### src/rtl/axi4_lite_pkg.sv
// Shared AXI4-Lite definitions: response codes and the arbiter FSM state encodings.
package axi4_lite_pkg;

  localparam logic [1:0] RESP_OKAY   = 2'b00;
  localparam logic [1:0] RESP_SLVERR = 2'b10;

  typedef enum logic [1:0] {
    W_IDLE = 2'd0,
    W_XFER = 2'd1,
    W_RESP = 2'd2
  } wstate_t;

  typedef enum logic [1:0] {
    R_IDLE = 2'd0,
    R_ADDR = 2'd1,
    R_DATA = 2'd2
  } rstate_t;

endpackage

### src/rtl/axil_rr_arb2.sv
// Two-way round-robin pick: a lone requester wins, a tie goes to the port that did not win last.
module axil_rr_arb2 (
  input  logic [1:0] req,
  input  logic       last,
  output logic       gnt,
  output logic       any
);

  assign any = |req;
  assign gnt = req[1] & (~req[0] | ~last);

endmodule

### src/rtl/axi4_lite_arbiter_2to1.sv
// Two-master to one-slave AXI4-Lite arbiter; write and read paths arbitrate independently,
// one outstanding transaction each, granted channels passed through combinationally.
module axi4_lite_arbiter_2to1
  import axi4_lite_pkg::*;
#(
  parameter int ADDRESS    = 32,
  parameter int DATA_WIDTH = 32
) (
  input  logic                    ACLK,
  input  logic                    ARESET,
  // upstream port 0
  input  logic [ADDRESS-1:0]      S0_AWADDR,
  input  logic                    S0_AWVALID,
  output logic                    S0_AWREADY,
  input  logic [DATA_WIDTH-1:0]   S0_WDATA,
  input  logic [DATA_WIDTH/8-1:0] S0_WSTRB,
  input  logic                    S0_WVALID,
  output logic                    S0_WREADY,
  output logic [1:0]              S0_BRESP,
  output logic                    S0_BVALID,
  input  logic                    S0_BREADY,
  input  logic [ADDRESS-1:0]      S0_ARADDR,
  input  logic                    S0_ARVALID,
  output logic                    S0_ARREADY,
  output logic [DATA_WIDTH-1:0]   S0_RDATA,
  output logic [1:0]              S0_RRESP,
  output logic                    S0_RVALID,
  input  logic                    S0_RREADY,
  // upstream port 1
  input  logic [ADDRESS-1:0]      S1_AWADDR,
  input  logic                    S1_AWVALID,
  output logic                    S1_AWREADY,
  input  logic [DATA_WIDTH-1:0]   S1_WDATA,
  input  logic [DATA_WIDTH/8-1:0] S1_WSTRB,
  input  logic                    S1_WVALID,
  output logic                    S1_WREADY,
  output logic [1:0]              S1_BRESP,
  output logic                    S1_BVALID,
  input  logic                    S1_BREADY,
  input  logic [ADDRESS-1:0]      S1_ARADDR,
  input  logic                    S1_ARVALID,
  output logic                    S1_ARREADY,
  output logic [DATA_WIDTH-1:0]   S1_RDATA,
  output logic [1:0]              S1_RRESP,
  output logic                    S1_RVALID,
  input  logic                    S1_RREADY,
  // downstream port
  output logic [ADDRESS-1:0]      M_AWADDR,
  output logic                    M_AWVALID,
  input  logic                    M_AWREADY,
  output logic [DATA_WIDTH-1:0]   M_WDATA,
  output logic [DATA_WIDTH/8-1:0] M_WSTRB,
  output logic                    M_WVALID,
  input  logic                    M_WREADY,
  input  logic [1:0]              M_BRESP,
  input  logic                    M_BVALID,
  output logic                    M_BREADY,
  output logic [ADDRESS-1:0]      M_ARADDR,
  output logic                    M_ARVALID,
  input  logic                    M_ARREADY,
  input  logic [DATA_WIDTH-1:0]   M_RDATA,
  input  logic [1:0]              M_RRESP,
  input  logic                    M_RVALID,
  output logic                    M_RREADY
);

  localparam int STRB = DATA_WIDTH/8;

  // upstream ports gathered into index-able arrays (index 1 = S1)
  logic [1:0][ADDRESS-1:0]    s_awaddr, s_araddr;
  logic [1:0][DATA_WIDTH-1:0] s_wdata, s_rdata;
  logic [1:0][STRB-1:0]       s_wstrb;
  logic [1:0][1:0]            s_bresp, s_rresp;
  logic [1:0] s_awvalid, s_wvalid, s_bready, s_arvalid, s_rready;
  logic [1:0] s_awready, s_wready, s_bvalid, s_arready, s_rvalid;

  assign s_awaddr  = {S1_AWADDR,  S0_AWADDR};
  assign s_araddr  = {S1_ARADDR,  S0_ARADDR};
  assign s_wdata   = {S1_WDATA,   S0_WDATA};
  assign s_wstrb   = {S1_WSTRB,   S0_WSTRB};
  assign s_awvalid = {S1_AWVALID, S0_AWVALID};
  assign s_wvalid  = {S1_WVALID,  S0_WVALID};
  assign s_bready  = {S1_BREADY,  S0_BREADY};
  assign s_arvalid = {S1_ARVALID, S0_ARVALID};
  assign s_rready  = {S1_RREADY,  S0_RREADY};

  assign {S1_AWREADY, S0_AWREADY} = s_awready;
  assign {S1_WREADY,  S0_WREADY}  = s_wready;
  assign {S1_BVALID,  S0_BVALID}  = s_bvalid;
  assign {S1_ARREADY, S0_ARREADY} = s_arready;
  assign {S1_RVALID,  S0_RVALID}  = s_rvalid;
  assign S0_BRESP = s_bresp[0];
  assign S1_BRESP = s_bresp[1];
  assign S0_RRESP = s_rresp[0];
  assign S1_RRESP = s_rresp[1];
  assign S0_RDATA = s_rdata[0];
  assign S1_RDATA = s_rdata[1];

  // ---------------- write path ----------------
  wstate_t wstate, wstate_nxt;
  logic    wgnt, wlast, w_pick, w_any;
  logic    aw_done, w_done, aw_hs, w_hs, b_hs;

  axil_rr_arb2 u_warb (
    .req  (s_awvalid | s_wvalid),
    .last (wlast),
    .gnt  (w_pick),
    .any  (w_any)
  );

  always_comb begin
    wstate_nxt = wstate;
    M_AWADDR   = '0;
    M_AWVALID  = 1'b0;
    M_WDATA    = '0;
    M_WSTRB    = '0;
    M_WVALID   = 1'b0;
    M_BREADY   = 1'b0;
    s_awready  = '0;
    s_wready   = '0;
    s_bvalid   = '0;
    s_bresp    = '0;
    aw_hs      = 1'b0;
    w_hs       = 1'b0;
    b_hs       = 1'b0;
    case (wstate)
      W_IDLE: if (w_any) wstate_nxt = W_XFER;
      W_XFER: begin
        // a channel whose handshake already happened is parked until the FSM leaves XFER
        if (!aw_done) begin
          M_AWADDR        = s_awaddr[wgnt];
          M_AWVALID       = s_awvalid[wgnt];
          s_awready[wgnt] = M_AWREADY;
        end
        if (!w_done) begin
          M_WDATA        = s_wdata[wgnt];
          M_WSTRB        = s_wstrb[wgnt];
          M_WVALID       = s_wvalid[wgnt];
          s_wready[wgnt] = M_WREADY;
        end
        aw_hs = M_AWVALID & M_AWREADY;
        w_hs  = M_WVALID & M_WREADY;
        if ((aw_done | aw_hs) && (w_done | w_hs)) wstate_nxt = W_RESP;
      end
      W_RESP: begin
        s_bvalid[wgnt] = M_BVALID;
        s_bresp[wgnt]  = M_BRESP;
        M_BREADY       = s_bready[wgnt];
        b_hs           = M_BVALID & M_BREADY;
        if (b_hs) wstate_nxt = W_IDLE;
      end
      default: wstate_nxt = W_IDLE;
    endcase
  end

  always_ff @(posedge ACLK) begin
    if (ARESET) begin
      wstate  <= W_IDLE;
      wgnt    <= 1'b0;
      wlast   <= 1'b1;
      aw_done <= 1'b0;
      w_done  <= 1'b0;
    end else begin
      wstate <= wstate_nxt;
      if (wstate == W_IDLE && w_any) wgnt <= w_pick;
      if (wstate == W_XFER) begin
        if (wstate_nxt == W_RESP) begin
          aw_done <= 1'b0;
          w_done  <= 1'b0;
        end else begin
          aw_done <= aw_done | aw_hs;
          w_done  <= w_done | w_hs;
        end
      end
      if (b_hs) wlast <= wgnt;
    end
  end

  // ---------------- read path ----------------
  rstate_t rstate, rstate_nxt;
  logic    rgnt, rlast, r_pick, r_any, r_hs;

  axil_rr_arb2 u_rarb (
    .req  (s_arvalid),
    .last (rlast),
    .gnt  (r_pick),
    .any  (r_any)
  );

  always_comb begin
    rstate_nxt = rstate;
    M_ARADDR   = '0;
    M_ARVALID  = 1'b0;
    M_RREADY   = 1'b0;
    s_arready  = '0;
    s_rvalid   = '0;
    s_rdata    = '0;
    s_rresp    = '0;
    r_hs       = 1'b0;
    case (rstate)
      R_IDLE: if (r_any) rstate_nxt = R_ADDR;
      R_ADDR: begin
        M_ARADDR        = s_araddr[rgnt];
        M_ARVALID       = s_arvalid[rgnt];
        s_arready[rgnt] = M_ARREADY;
        if (M_ARVALID && M_ARREADY) rstate_nxt = R_DATA;
      end
      R_DATA: begin
        s_rvalid[rgnt] = M_RVALID;
        s_rdata[rgnt]  = M_RDATA;
        s_rresp[rgnt]  = M_RRESP;
        M_RREADY       = s_rready[rgnt];
        r_hs           = M_RVALID & M_RREADY;
        if (r_hs) rstate_nxt = R_IDLE;
      end
      default: rstate_nxt = R_IDLE;
    endcase
  end

  always_ff @(posedge ACLK) begin
    if (ARESET) begin
      rstate <= R_IDLE;
      rgnt   <= 1'b0;
      rlast  <= 1'b1;
    end else begin
      rstate <= rstate_nxt;
      if (rstate == R_IDLE && r_any) rgnt <= r_pick;
      if (r_hs) rlast <= rgnt;
    end
  end

endmodule

### config.mk
export PLATFORM = sky130hd
export DESIGN_NAME = axi4_lite_arbiter_2to1
export DESIGN_NICKNAME = d
export VERILOG_FILES = /design/src/rtl/axi4_lite_pkg.sv /design/src/rtl/axil_rr_arb2.sv /design/src/rtl/axi4_lite_arbiter_2to1.sv
export SDC_FILE = /design/constraint.sdc
export NUM_CORES = 1
export LEC_CHECK = 0
export BUFFER_PORTS_ARGS = -buffer_cell sky130_fd_sc_hd__buf_4
export CORE_AREA = 5 5 169 171
export CTS_CLUSTER_DIAMETER = 80
export DETAILED_ROUTE_END_ITERATION = 6
export DIE_AREA = 0 0 174 176
export SYNTH_ARGS = -nofsm -noshare
export SYNTH_HDL_FRONTEND = slang
export SYNTH_SLANG_ARGS = --single-unit
### constraint.sdc
create_clock -name ACLK -period 1.5 [get_ports ACLK]
set_clock_uncertainty 0.2 [all_clocks]
set_input_delay 0.3 -clock ACLK [delete_from_list [all_inputs] [get_ports ACLK]]
set_output_delay 0.3 -clock ACLK [all_outputs]
set_load 0.01 [all_outputs]
==> results_dict.tcl <==
set metrics [dict create \
    status "finished with violations" \
    failed_checks "setup timing" \
    num_rows 60 \
    ys_seq_area_share_pct 7.49 \
    period_needed_ns 1.95 \
    cts_hold_buf 0 \
    max_freq_ghz 0.512 \
    num_antenna_cells 0 \
    path_class "reg -> out" \
    setup_viol_count_final 193 \
    clock_sinks 10 \
    hold_path.startpoint "ARESET" \
    synthDistinctLibCells 35 \
    tns_ns -72.23 \
    cts_max_level 1 \
    clock_latency_ns 0.24 \
    fillCellCount 2575 \
    yosysTopAreaCell "mux2i_1" \
    cts-root-buf "clkbuf_16" \
    relSlewSlack_pct 73.0 \
    worstPathMaxFanout 8 \
    min_path_type "in -> reg" \
    die_x_um 174 \
    numCtsBuffers 3 \
    synth_edf_count 0 \
    cp-end-kind "output port" \
    port_buffers 439 \
    final_antenna_net_count 0 \
    cts_buffer_depth 2 \
    firstDrtPassIters 4 \
    tritoncts "yes" \
    ioPinCount 440 \
    worst_slew_pin_slew_ns 0.399 \
    p_per_area_nw_per_um2 423 \
    cp-start-kind "flop" \
    clk_pin_slew_ns 0.05 \
    wirelength_um 22800 \
    setup_ws_ns -0.452 \
    dpl.hpwl_um 16900 \
    synthToLayoutAreaGrowth_pct 278 \
    grt_pass1_wl_um 30100 \
    syn_inst 393 \
    synth_top_area_share_pct 39.0 \
    slew_viol_final 0 \
    cp.required_ns 1.00 \
    cp.arrival_ns 1.45 \
    track_usage_pct 12.5 \
    drt_iter0_markers 131 \
    drive_gt1_share_pct 91.8 \
    grt_antenna_before_repair 0 \
    p_leak_nw 4.29 \
    nNetsFinal 1140 \
    wl_per_cell_um 18.6 \
    avgSynthCellArea_sq_um 6.80 \
    drv_cap 0 \
    async_flop_share_pct 0 \
    power_mw 4.27 \
    synth-seq-cells 10 \
    rsz0062_at_grt "yes" \
    start_util_pct 10.0 \
    place.gp.congestion 0.882 \
    synth.net_count 646 \
    fin_crit_sh_pct 130 \
    regArea_sq_um 220 \
    die_area_sq_um 30600 \
    synth_area_sq_um 2670 \
    ir_drop_mv 0.229 \
    multi_input_area_sq_um 4200 \
    synth_ff_type "dfxtp_1" \
    core_area_sq_um 26700 \
    synth_top_cells_by_area "mux2i_1 39%, and2_1 17%, nor2_1 16%, dfxtp_1 7.5%, buf_2 3.2%" \
    grt_pass1_vias 5124 \
    worstSetupStartpoint "wgnt" \
    via_count 4846 \
    reg2reg_from "wgnt" \
    drc 0 \
    grt_start_max_net_pins 28 \
    viasPerCell 3.95 \
    die_h_um 176 \
    synth_warnings 0 \
    hold_viol_final 0 \
    grt-ovfl-total 0 \
]
-- power breakdown --
group	internal, mW	switching [mW]	leakage (nW)
sequential	0.282	0.0275	0.0856
combinational	1.96	1.46	4.16
clock	0.402	0.137	0.0442
total	2.65	1.63	4.29
-- what timing repair did --
action | 4_1_cts | 5_1_grt
gates resized for setup | 155 | 152
buffers inserted | 12 | 4
pin swaps | 15 | 42
cloned | 11 | 12
setup endpoints to repair | 191 | 195
-- path summary, 6_finish.rpt --
kind | endpoint | slack [ns] | cells past startpoint
setup reg to reg | wstate[1] | -0.16 | 6
hold / removal | wstate[1] | 0.13 | 2
setup / recovery | M_WDATA[11] | -0.45 | 5
hold reg to reg | rlast | 0.27 | 2
-- cell usage in the layout (no fill, tap or decap), types with 2 or more instances in the layout --
master     synthesis  final
buf_4              0    325
nor2_4             0     94
clkbuf_16          0     13
buf_16             0      9
o21ai_0            2      2
nor2_2             0      8
dfxtp_1           10      4
nor3b_4            0      4
nand2b_4           0      2
dfxtp_4            0      5
nor3_1             4      4
buf_12             0     19
buf_6              1    154
and3b_1            3      2
mux2i_1          104     17
a21oi_4            0      2
nor2_1           117     15
mux2_4             2      3
a41oi_1            2      2
nand2b_1           5      4
mux2i_2            0     23
buf_8              0      7
mux2i_4            0     64
nand2_1            6      5
or2_4              0      2
a21oi_1            5      5
and2_4             0     71
and2_1            73      2
-- cell type report --
| cell class | instances | share of cell area [%] |
|---|---|---|
| well taps | 341 | 4.22 |
| multi-input cells | 346 | 41.6 |
| repair buffers | 524 | 51.1 |
| flip-flops and latches | 10 | 2.18 |
| clock buffers | 4 | 0.880 |
| inverters | 2 | 0.0991 |
-- worst max-delay path, stage by stage, from the launching register on --
cell and delay (ns):
dfxtp_4 0.41, buf_12 0.15, clkbuf_16 0.20, mux2i_4 0.27, nor2_4 0.04, buf_4 0.13
-- cells by family (layout without fill, tap and decap cells) --
| logic type | Yosys count | count (layout) | synth area share [%] |
|---|---|---|---|
| AOI/OAI and AO/OA | 16 | 16 | 4.35 |
| buffers and inverters | 38 | 530 | 6.41 |
| DFF | 10 | 10 | 7.49 |
| muxes | 107 | 107 | 40.5 |
| and+or+nand+nor | 222 | 223 | 41.2 |
-- per-stage QoR --
stage                     utilization, %  area (sq um)  hold WS [ns]  setup slack (ns)  cells
after floorplan                        -          4260         0.249            -0.100    393
after global placement              30.0          8020         0.269            -0.198   1187
after detailed placement            30.0          8020         0.267            -0.246   1187
after CTS                           34.3          9160         0.135            -0.477   1214
after global routing                37.8         10100         0.151            -0.510   1227
final                               37.8         10100         0.134            -0.452   1227
-- cell usage after synthesis, types with 2 or more instances --
cell type	count
a21oi_1	5
a21oi_2	2
a41oi_1	2
and2_1	73
and3_1	2
and3b_1	3
buf_2	17
clkbuf_1	17
dfxtp_1	10
mux2_4	2
mux2i_1	104
nand2_1	6
nand2b_1	5
nor2_1	117
nor3_1	4
nor3b_1	3
o21ai_0	2
or2_1	2
-- flip-flops by register name (all words and copies together), names as in the netlist --
signal,count
rlast,1
rstate,2
wlast,1
rgnt,1
wgnt,1
w_done,1
aw_done,1
wstate,2
-- per-layer routing --
metal / part of all wire, % / up-vias / track usage, %
met3: 7.1 / 20 / 3.40
li1: - / 2322 / -
met5: 0 / - / 0
met4: 1.1 / 0 / 1.58
met1: 36 / 2256 / 13.8
met2: 56 / 248 / 24.6
(Power assumes the default switching activity.)
